--- config.mk ---
export PLATFORM = sky130hd
export DESIGN_NAME = posit_encode
export DESIGN_NICKNAME = d
export VERILOG_FILES = /design/src/rtl/posit_encode.sv
export SDC_FILE = /design/constraint.sdc
export NUM_CORES = 1
export LEC_CHECK = 0
export BUFFER_PORTS_ARGS = -buffer_cell sky130_fd_sc_hd__buf_2
export CAP_MARGIN = 10
export CORE_UTILIZATION = 46
export CTS_CLUSTER_SIZE = 14
export DETAILED_ROUTE_END_ITERATION = 8
export GPL_TIMING_DRIVEN = 0
export PLACE_DENSITY_LB_ADDON = 0.05
export RECOVER_POWER = 100
export SYNTH_ARGS = -nofsm -noshare
export SYNTH_HDL_FRONTEND = slang
export SYNTH_SLANG_ARGS = --single-unit
export TNS_END_PERCENT = 100
--- constraint.sdc ---
create_clock -name clk -period 10.4 [get_ports clk]
set_clock_uncertainty 0.15 [all_clocks]
set_input_delay 2.08 -clock clk [delete_from_list [all_inputs] [get_ports clk]]
set_output_delay 2.08 -clock clk [all_outputs]
set_load 0.05 [all_outputs]
--- src/rtl/posit_encode.sv ---
// Two-stage posit<N,ES> encoder: packs sign/scale/fraction into a posit word with
// round-to-nearest-even and saturation to maxpos/minpos. Valid/ready on both sides.
module posit_encode #(
    parameter int unsigned N  = 16,
    parameter int unsigned ES = 1,
    parameter int unsigned SW = 8,
    parameter int unsigned FW = 28
) (
    input  logic          clk,
    input  logic          rst,
    input  logic          in_valid,
    output logic          in_ready,
    input  logic          in_sign,
    input  logic          in_zero,
    input  logic          in_nar,
    input  logic [SW-1:0] in_scale,
    input  logic [FW-1:0] in_frac,
    output logic          out_valid,
    input  logic          out_ready,
    output logic [N-1:0]  posit_out
);

    // Regime lead bit, terminator, exponent, fraction, plus room for the largest shift.
    localparam int unsigned VW = 2 + ES + FW + N - 1;
    localparam logic signed [SW-1:0] ScaleMax = SW'((N - 2) << ES);

    logic advance;

    logic          s1_valid_q;
    logic [N-2:0]  s1_body_q;
    logic          s1_guard_q;
    logic          s1_sticky_q;
    logic          s1_sign_q;
    logic          s1_zero_q;
    logic          s1_nar_q;

    logic          out_valid_q;
    logic [N-1:0]  posit_q;

    logic signed [SW-1:0] k;
    logic [SW-1:0]        sh;
    logic signed [VW-1:0] v;
    logic signed [VW-1:0] sv;
    logic [N-2:0]         body_d;
    logic                 guard_d;
    logic                 sticky_d;

    logic                 inc;
    logic [N-1:0]         mag;
    logic [N-1:0]         posit_d;

    assign advance   = !out_valid_q || out_ready;
    assign in_ready  = advance;
    assign out_valid = out_valid_q;
    assign posit_out = posit_q;

    // Stage 1: an arithmetic shift of {lead, ~lead, e, frac} replicates the lead bit,
    // giving k+1 ones (k>=0) or -k zeros (k<0) ahead of the regime terminator.
    always_comb begin
        k        = $signed(in_scale) >>> ES;
        sh       = k[SW-1] ? ~k : k;
        v        = {~k[SW-1], k[SW-1], in_scale[ES-1:0], in_frac, {(N-1){1'b0}}};
        sv       = v >>> sh;
        body_d   = sv[VW-1 -: N-1];
        guard_d  = sv[VW-N];
        sticky_d = |sv[VW-N-1:0];
        if ($signed(in_scale) > ScaleMax) begin
            body_d   = '1;
            guard_d  = 1'b0;
            sticky_d = 1'b0;
        end else if ($signed(in_scale) < -ScaleMax) begin
            body_d   = {{(N-2){1'b0}}, 1'b1};
            guard_d  = 1'b0;
            sticky_d = 1'b0;
        end
    end

    // Stage 2: round, clamp away from NaR and zero, apply sign, then specials.
    always_comb begin
        inc = s1_guard_q & (s1_sticky_q | s1_body_q[0]);
        mag = {1'b0, s1_body_q} + {{(N-1){1'b0}}, inc};
        if (mag[N-1]) begin
            mag = {1'b0, {(N-1){1'b1}}};
        end else if (mag == '0) begin
            mag = {{(N-1){1'b0}}, 1'b1};
        end
        posit_d = s1_sign_q ? -mag : mag;
        if (s1_nar_q) begin
            posit_d = {1'b1, {(N-1){1'b0}}};
        end else if (s1_zero_q) begin
            posit_d = '0;
        end
    end

    always_ff @(posedge clk) begin
        if (rst) begin
            s1_valid_q  <= 1'b0;
            s1_body_q   <= '0;
            s1_guard_q  <= 1'b0;
            s1_sticky_q <= 1'b0;
            s1_sign_q   <= 1'b0;
            s1_zero_q   <= 1'b0;
            s1_nar_q    <= 1'b0;
            out_valid_q <= 1'b0;
            posit_q     <= '0;
        end else if (advance) begin
            s1_valid_q  <= in_valid;
            s1_body_q   <= body_d;
            s1_guard_q  <= guard_d;
            s1_sticky_q <= sticky_d;
            s1_sign_q   <= in_sign;
            s1_zero_q   <= in_zero;
            s1_nar_q    <= in_nar;
            out_valid_q <= s1_valid_q;
            if (s1_valid_q) begin
                posit_q <= posit_d;
            end
        end
    end

endmodule

==> results of run 1 <==
tightest hold or removal path: cells and delay by family (launching register included):
family | cells | cell delay, ns
flip-flops | 1 | 0.31
AO/OA/AOI/OAI | 1 | 0.05
AND/OR/NAND/NOR | 1 | 0.05
cells in the final DEF (no fill, tap or decap), types with 7 or more instances in the layout:
cell type / synthesis / routed
sky130_fd_sc_hd__a21oi_1: 45 / 45
sky130_fd_sc_hd__a22oi_1: 14 / 14
sky130_fd_sc_hd__buf_1: 10 / 8
sky130_fd_sc_hd__buf_2: 13 / 44
sky130_fd_sc_hd__clkbuf_1: 31 / 53
sky130_fd_sc_hd__dfxtp_1: 38 / 38
sky130_fd_sc_hd__inv_1: 11 / 11
sky130_fd_sc_hd__mux2i_1: 32 / 32
sky130_fd_sc_hd__mux4_2: 13 / 13
sky130_fd_sc_hd__nand2_1: 70 / 70
sky130_fd_sc_hd__nand2b_1: 10 / 10
sky130_fd_sc_hd__nand3_1: 19 / 19
sky130_fd_sc_hd__nand4_1: 6 / 7
sky130_fd_sc_hd__nor2_1: 57 / 57
sky130_fd_sc_hd__nor2b_1: 13 / 13
sky130_fd_sc_hd__nor3_1: 27 / 28
sky130_fd_sc_hd__o21a_1: 7 / 7
sky130_fd_sc_hd__o21ai_0: 49 / 49
sky130_fd_sc_hd__o22ai_1: 7 / 7
sky130_fd_sc_hd__or3_1: 9 / 9
sky130_fd_sc_hd__xnor2_1: 18 / 18
logic make-up (layout without fill, tap and decap cells):
kind of cell / after synthesis / after routing / synth area share [%]
simple gates: 242 / 242 / 25.7
flops: 38 / 38 / 16.5
fa+ha+maj: 10 / 10 / 2.49
mux: 52 / 52 / 15.0
compound gates: 201 / 201 / 29.2
buf+inv: 69 / 128 / 6.28
xor+xnor: 25 / 25 / 4.90
sequential cells by signal, summed over array words and instances, names as in the netlist:
name / flops
out_valid: 1
s1_guard_q: 1
s1_valid_q: 1
s1_sign_q: 1
s1_sticky_q: 1
s1_nar_q: 1
s1_body_q: 15
s1_zero_q: 1
posit_out: 16
metrics by stage:
step | utilization, % | worst slack, ns
finish | 52.1 | 4.97
global route | 52.1 | 4.73
CTS | 52.6 | 5.12
detailed placement | 51.6 | 4.90
global placement | 51.6 | 4.92
floorplan | - | 5.36
power breakdown:
part           total (uW)  internal [uW]  switching (uW)
clock                 111           53.3            57.9
sequential            164            156            8.57
combinational         229           85.4             144
layout make-up:
type,instances,share of cell area (%)
Sequential cell,38,14.9
Clock buffer,6,1.62
Timing Repair Buffer,51,4.55
Clock inverter,2,0.246
Inverter,12,0.885
Tap cell,133,3.27
Multi-Input combinational cell,530,69.7
Buffer,57,4.79
per-layer routing:
metal  GRT usage [%]  vias up  wire (microns)
met5               0        -               0
met4            18.5        0             708
met3            2.74       59             711
met2            57.8      188            8170
met1            33.3     2478            6160
li1                -     2492               -
how the worst min path moves through the flow:
stage / startpoint / endpoint / slack (ns) / cells after the start
CTS: posit_out[5] / posit_out[5] / 0.30 / 2
global route: posit_out[5] / posit_out[5] / 0.33 / 2
finish: posit_out[5] / posit_out[5] / 0.30 / 2
floorplan: s1_nar_q / s1_nar_q / 0.30 / 2
detailed placement: posit_out[5] / posit_out[5] / 0.29 / 2
global placement: posit_out[5] / posit_out[5] / 0.28 / 2
==> impl_results.md, run 1 <==
- Result of the run: finished, final reports clean
- Sequential standard cell area: 761 sq um
- Path length in cells of the critical path: 5
- Starting Density: 47.3%
- Post-Place Cell Area: 5050 sq um
- Buffer type at the clock tree root: sky130_fd_sc_hd__clkbuf_8
- # resized after CTS: 0
- Path category of the worst min-delay check: reg -> reg
- Placeable Area: 9770 sq um
- Number of flops mapped to enable cells by yosys: 0
- Hold bufs inserted after CTS: 0
- GPL Wtd Cong: 0.952
- Drt drc: 0
- Relative slew slack: 23.4%
- Cell Count Post-Placement: 821
- Period utilization: 52.2%
- Arrival time at the worst endpoint: 3.20 ns
- Filler-free cell count of the finished design: 829
- Largest net degree at the start of global routing: 13
- Max frequency: 0.184 GHz
- Syn_area_per_cell: 7.26 sq um
- Count of standard-cell rows: 36
- Classification of the worst setup path: in -> out
- Type of origin of the critical path: primary input
- Max Transition Viols Final: 0
- Count of synthesis-stage warnings from yosys: 0
- Critical path endpoint category: primary output
- Leakage power of the design: 0.00189 uW
- Unrepaired setup endpoints after global routing: false
- First-pass iteration count of the detailed router: 5
- Number of instances in the synthesized netlist: 637
- Count of buffers added by post-CTS timing repair for setup: 0
- Average wire per standard cell: 19.0 microns
- Setup-violating endpoint count in the final report: 0
- Critical Path Source: out_ready
- Total I/O pin count: 61
- Via count of the first global-routing pass: 4900
- Mapped Nets: 686
- Number of hold violations in the final report: 0
- R2r setup slk: 6.19 ns
- Reg-to-reg critical path startpoint: s1_sticky_q
- GRT Util Overall: 30.8%
- Share of synthesized registers carrying an async set or reset: 0%
- Total Neg Setup Slack: 0 ns
- Synth-to-layout area growth: 10.1%
- Number of nets in the final layout: 744
- Sum of routed wire length over all layers: 15800 microns
- Total grt overflow: 0
- Sequential share of the synthesized area: 16.5%
- Clk_lat worst skew: 0.30 ns
- DPL Wire Length: 12400 microns
- Synth area leaders: sky130_fd_sc_hd__dfxtp_1, sky130_fd_sc_hd__mux2i_1, sky130_fd_sc_hd__mux4_2
- Antenna violations before repair: 0
- End point of the critical path: in_ready
- Area of the die: 10500 sq um
- First-pass GRT wire length: 24800 microns
- # port buffers: 51
- Filler cell count: 1073
- Biggest cell delay along the critical path: 0.51 ns
- Clock tree from TritonCTS: done
- Share of the synthesized area in the top cell type: 16.5%
- Depth of the CTS H-tree: 2
- Number of CTS-inserted buffers: 5
- Buffers & Inverters on Critical Path: 4
- Vias per cell: 6.29
- Area used by multi-input combinational logic: 3550 sq um
- Total power of the final layout: 505 uW
- Hold slack final: 0.296 ns
- Top cells by count, synth: sky130_fd_sc_hd__nand2_1, sky130_fd_sc_hd__nor2_1, sky130_fd_sc_hd__o21ai_0
- Yosys top cell by area: sky130_fd_sc_hd__dfxtp_1
- Reg2reg path depth: 14
- MaxCap Viol Count: 0
- Post-synthesis cell type count: 78
- Clock net sink count: 38
- Worst Path Required: 8.17 ns
- Die extent in y: 102 microns
- Share of post-route cells with drive strength above 1: 12.5%
- Clock Pin Slew Worst Setup and Hold Paths: 0.08 ns
- Reg-to-reg endpoint: posit_out[6]
- Transition time of the tightest slew-check pin: 1.14 ns
- DRT antenna net count: 0
- Most frequently used cell type in the post-synthesis netlist: sky130_fd_sc_hd__nand2_1
- Clock Path Buffers: 2
- Power Dens Cells: 99.1 nW/um^2
- Standard cell with the maximum stage delay on the critical path: sky130_fd_sc_hd__clkbuf_1
- Predominant post-synthesis flop cell: sky130_fd_sc_hd__dfxtp_1
- Area of all placed cells without fillers: 5090 sq um
- Maximum resistive drop on vdd: 0.0000582 V
- Period minus WS final: 5.43 ns
- Dominant cell type by count on the critical path: sky130_fd_sc_hd__clkbuf_1
- Die boundary width: 102 microns
- Cell Chain, Critical Path: buf_2, nor2b_1, inv_1, clkbuf_1, clkbuf_1
- Number of synthesized register bits: 38
- Via count: 5217
- Initial DRC Count: 264
- Crit Path Max Fanout: 10
- Number of diodes added for antenna fixing: 0
- Top cell family by delay on the critical path: buffers and inverters
- Summed instance area of the synthesized netlist: 4620 sq um
No activity file was read; power rests on OpenSTA's default activity.
==> inputs of run 2 (changes only) <==
Clock period 10.4 ns to 4.91 ns, I/O delays scaled along.
==> impl_results.md, run 2 (synthesized netlist as in run 1, its figures left out) <==
- Vias per cell: 6.29 (unchanged)
- Die boundary width: 102 microns (unchanged)
- Reg2reg path depth: 14 (unchanged)
- Number of nets in the final layout: 744 (unchanged)
- Worst Path Required: 4.94 ns (-3.23 ns)
- Transition time of the tightest slew-check pin: 1.14 ns (unchanged)
- Worst Hold Depth: 2 (unchanged)
- Biggest cell delay along the critical path: 0.46 ns (-0.05 ns)
- Classification of the worst setup path: reg -> reg
- Max frequency: 0.237 GHz
- Type of origin of the critical path: register
- Filler cell count: 1073 (unchanged)
- Total grt overflow: 0 (unchanged)
- Cell Count Post-Placement: 821 (unchanged)
- Period minus WS final: 4.21 ns
- # resized after CTS: 0 (unchanged)
- Cell Chain, Critical Path: o21a_1, ha_1, ha_1, nand4_1, nor3_1, mux2_1, nor3_1, nor3_1, ha_1, and2b_2, mux2i_1, o22ai_1, a22oi_1, nor2_1
- Count of buffers added by post-CTS timing repair for setup: 0 (unchanged)
- Via count of the first global-routing pass: 4900 (unchanged)
- Drt drc: 0 (unchanged)
- Period utilization: 85.8%
- R2r setup slk: 0.70 ns (-5.49 ns)
- Relative contribution of sequential cells to total power: 32.5% (about the same)
- Total Neg Setup Slack: 0 ns (unchanged)
- Number of CTS-inserted buffers: 5 (unchanged)
- Area of the die: 10500 sq um (unchanged)
- Sw frac: 41.7% (about the same)
- Sw Pwr: 445 uW (+110%)
- Path category of the worst min-delay check: reg -> reg
- First-pass GRT wire length: 24800 microns (unchanged)
- Critical path endpoint category: register
- Antenna violations before repair: 0 (unchanged)
- Fin worst setup slack: 0.698 ns (-4.27 ns)
- Clock tree from TritonCTS: done
- Clock Path Buffers: 2 (unchanged)
- Result of the run: finished, final reports clean
- Area used by multi-input combinational logic: 3550 sq um (unchanged)
- Synth-to-layout area growth: 10.1% (unchanged)
- Hold slack final: 0.296 ns (-0.00000100 ns)
- Standard cell with the maximum stage delay on the critical path: sky130_fd_sc_hd__mux2_1
- Placeable Area: 9770 sq um (unchanged)
- Part of the power in the clock network: 22.1% (about the same)
- Die extent in y: 102 microns (unchanged)
- Via count: 5217 (unchanged)
- Number of diodes added for antenna fixing: 0 (unchanged)
- Commonest non-fill, non-tap cell in the layout: sky130_fd_sc_hd__nand2_1
- Leakage power of the design: 0.00189 uW (about the same)
- Share of post-route cells with drive strength above 1: 12.5% (unchanged)
- Sum of routed wire length over all layers: 15800 microns (unchanged)
- Unrepaired setup endpoints after global routing: false
- Arrival time at the worst endpoint: 4.24 ns (+1.04 ns)
- Count of standard-cell rows: 36 (unchanged)
- Core occupancy in the finished layout: 52.1% (unchanged)
- Relative slew slack: 23.4% (unchanged)
- MaxCap Viol Count: 0 (unchanged)
- DRT antenna net count: 0 (unchanged)
- Setup-violating endpoint count in the final report: 0 (unchanged)
- Largest net degree at the start of global routing: 13 (unchanged)
- Clock Pin Slew Worst Setup and Hold Paths: 0.08 ns (about the same)
- Clock net sink count: 38 (unchanged)
- Clk_lat worst skew: 0.30 ns (about the same)
- Filler-free cell count of the finished design: 829 (unchanged)
- Internal power: 623 uW (+110%)
- Power Dens Cells: 210 nW/um^2 (+110%)
- First-pass iteration count of the detailed router: 5 (unchanged)
- Depth of the CTS H-tree: 2 (unchanged)
- Maximum resistive drop on vdd: 0.000123 V (+110%)
- Sequential standard cell area: 761 sq um (unchanged)
- Max Transition Viols Final: 0 (unchanged)
- Flip-flop count of the largest register after layout: 16 (unchanged)
- Total I/O pin count: 61 (unchanged)
- Hold bufs inserted after CTS: 0 (unchanged)
- Number of hold violations in the final report: 0 (unchanged)
- # port buffers: 51 (unchanged)
- Most used cells in the layout excluding fill and tap cells: sky130_fd_sc_hd__nand2_1, sky130_fd_sc_hd__nor2_1, sky130_fd_sc_hd__clkbuf_1
- Buffer type at the clock tree root: sky130_fd_sc_hd__clkbuf_8
- Starting Density: 47.3% (unchanged)
- Average wire per standard cell: 19.0 microns (unchanged)
- Crit Path Max Fanout: 7 (-3)
- DPL Wire Length: 12400 microns (unchanged)
- GRT Util Overall: 30.8% (unchanged)
- Worst slack after detailed placement: 0.510 ns (-4.39 ns)
- Initial DRC Count: 264 (unchanged)
- GPL Wtd Cong: 0.952 (unchanged)
- Comb power frac: 45.4% (about the same)
==> run 2: final cells by class <==
type	instances	area share [%]
clock inverters	2	0.246
repair buffers	51	4.55
plain buffers	57	4.79
clock buffers	6	1.62
inverters	12	0.885
flip-flops and latches	38	14.9
multi-input cells	530	69.7
well taps	133	3.27
==> run 2: through the flow <==
stage                     instance area [sq um]  total power, uW
final                                      5090             1070
after detailed placement                   5050              835
after global routing                       5090             1130
after global placement                     5050              830
after CTS                                  5140             1070
after floorplan                            4620              704
==> run 2: worst paths after layout <==
path	to	start
worst max-delay path	posit_out[6]	s1_sticky_q
worst min register to register	posit_out[5]	posit_out[5]
worst max register to register	posit_out[6]	s1_sticky_q
worst min-delay path	posit_out[5]	posit_out[5]
==> run 2: routing by layer <==
layer	wire [microns]	GRT usage, %
met5	0	0
met4	708	18.5
met3	711	2.74
met2	8170	57.8
met1	6160	33.3
==> run 2: worst max-delay path: cells and delay by family, from the launching register on <==
family	cells	cell delay, ns
fa+ha+maj	3	0.95
flops	1	0.37
compound gates	3	0.44
mux	2	0.60
simple gates	6	1.56
==> run 2: power groups by stage <==
stage	sequential, uW	combinational, uW	clock (uW)
final	348	485	236
after global routing	351	526	251
after CTS	348	482	241
after detailed placement	355	480	0
after global placement	354	476	0
after floorplan	373	332	0
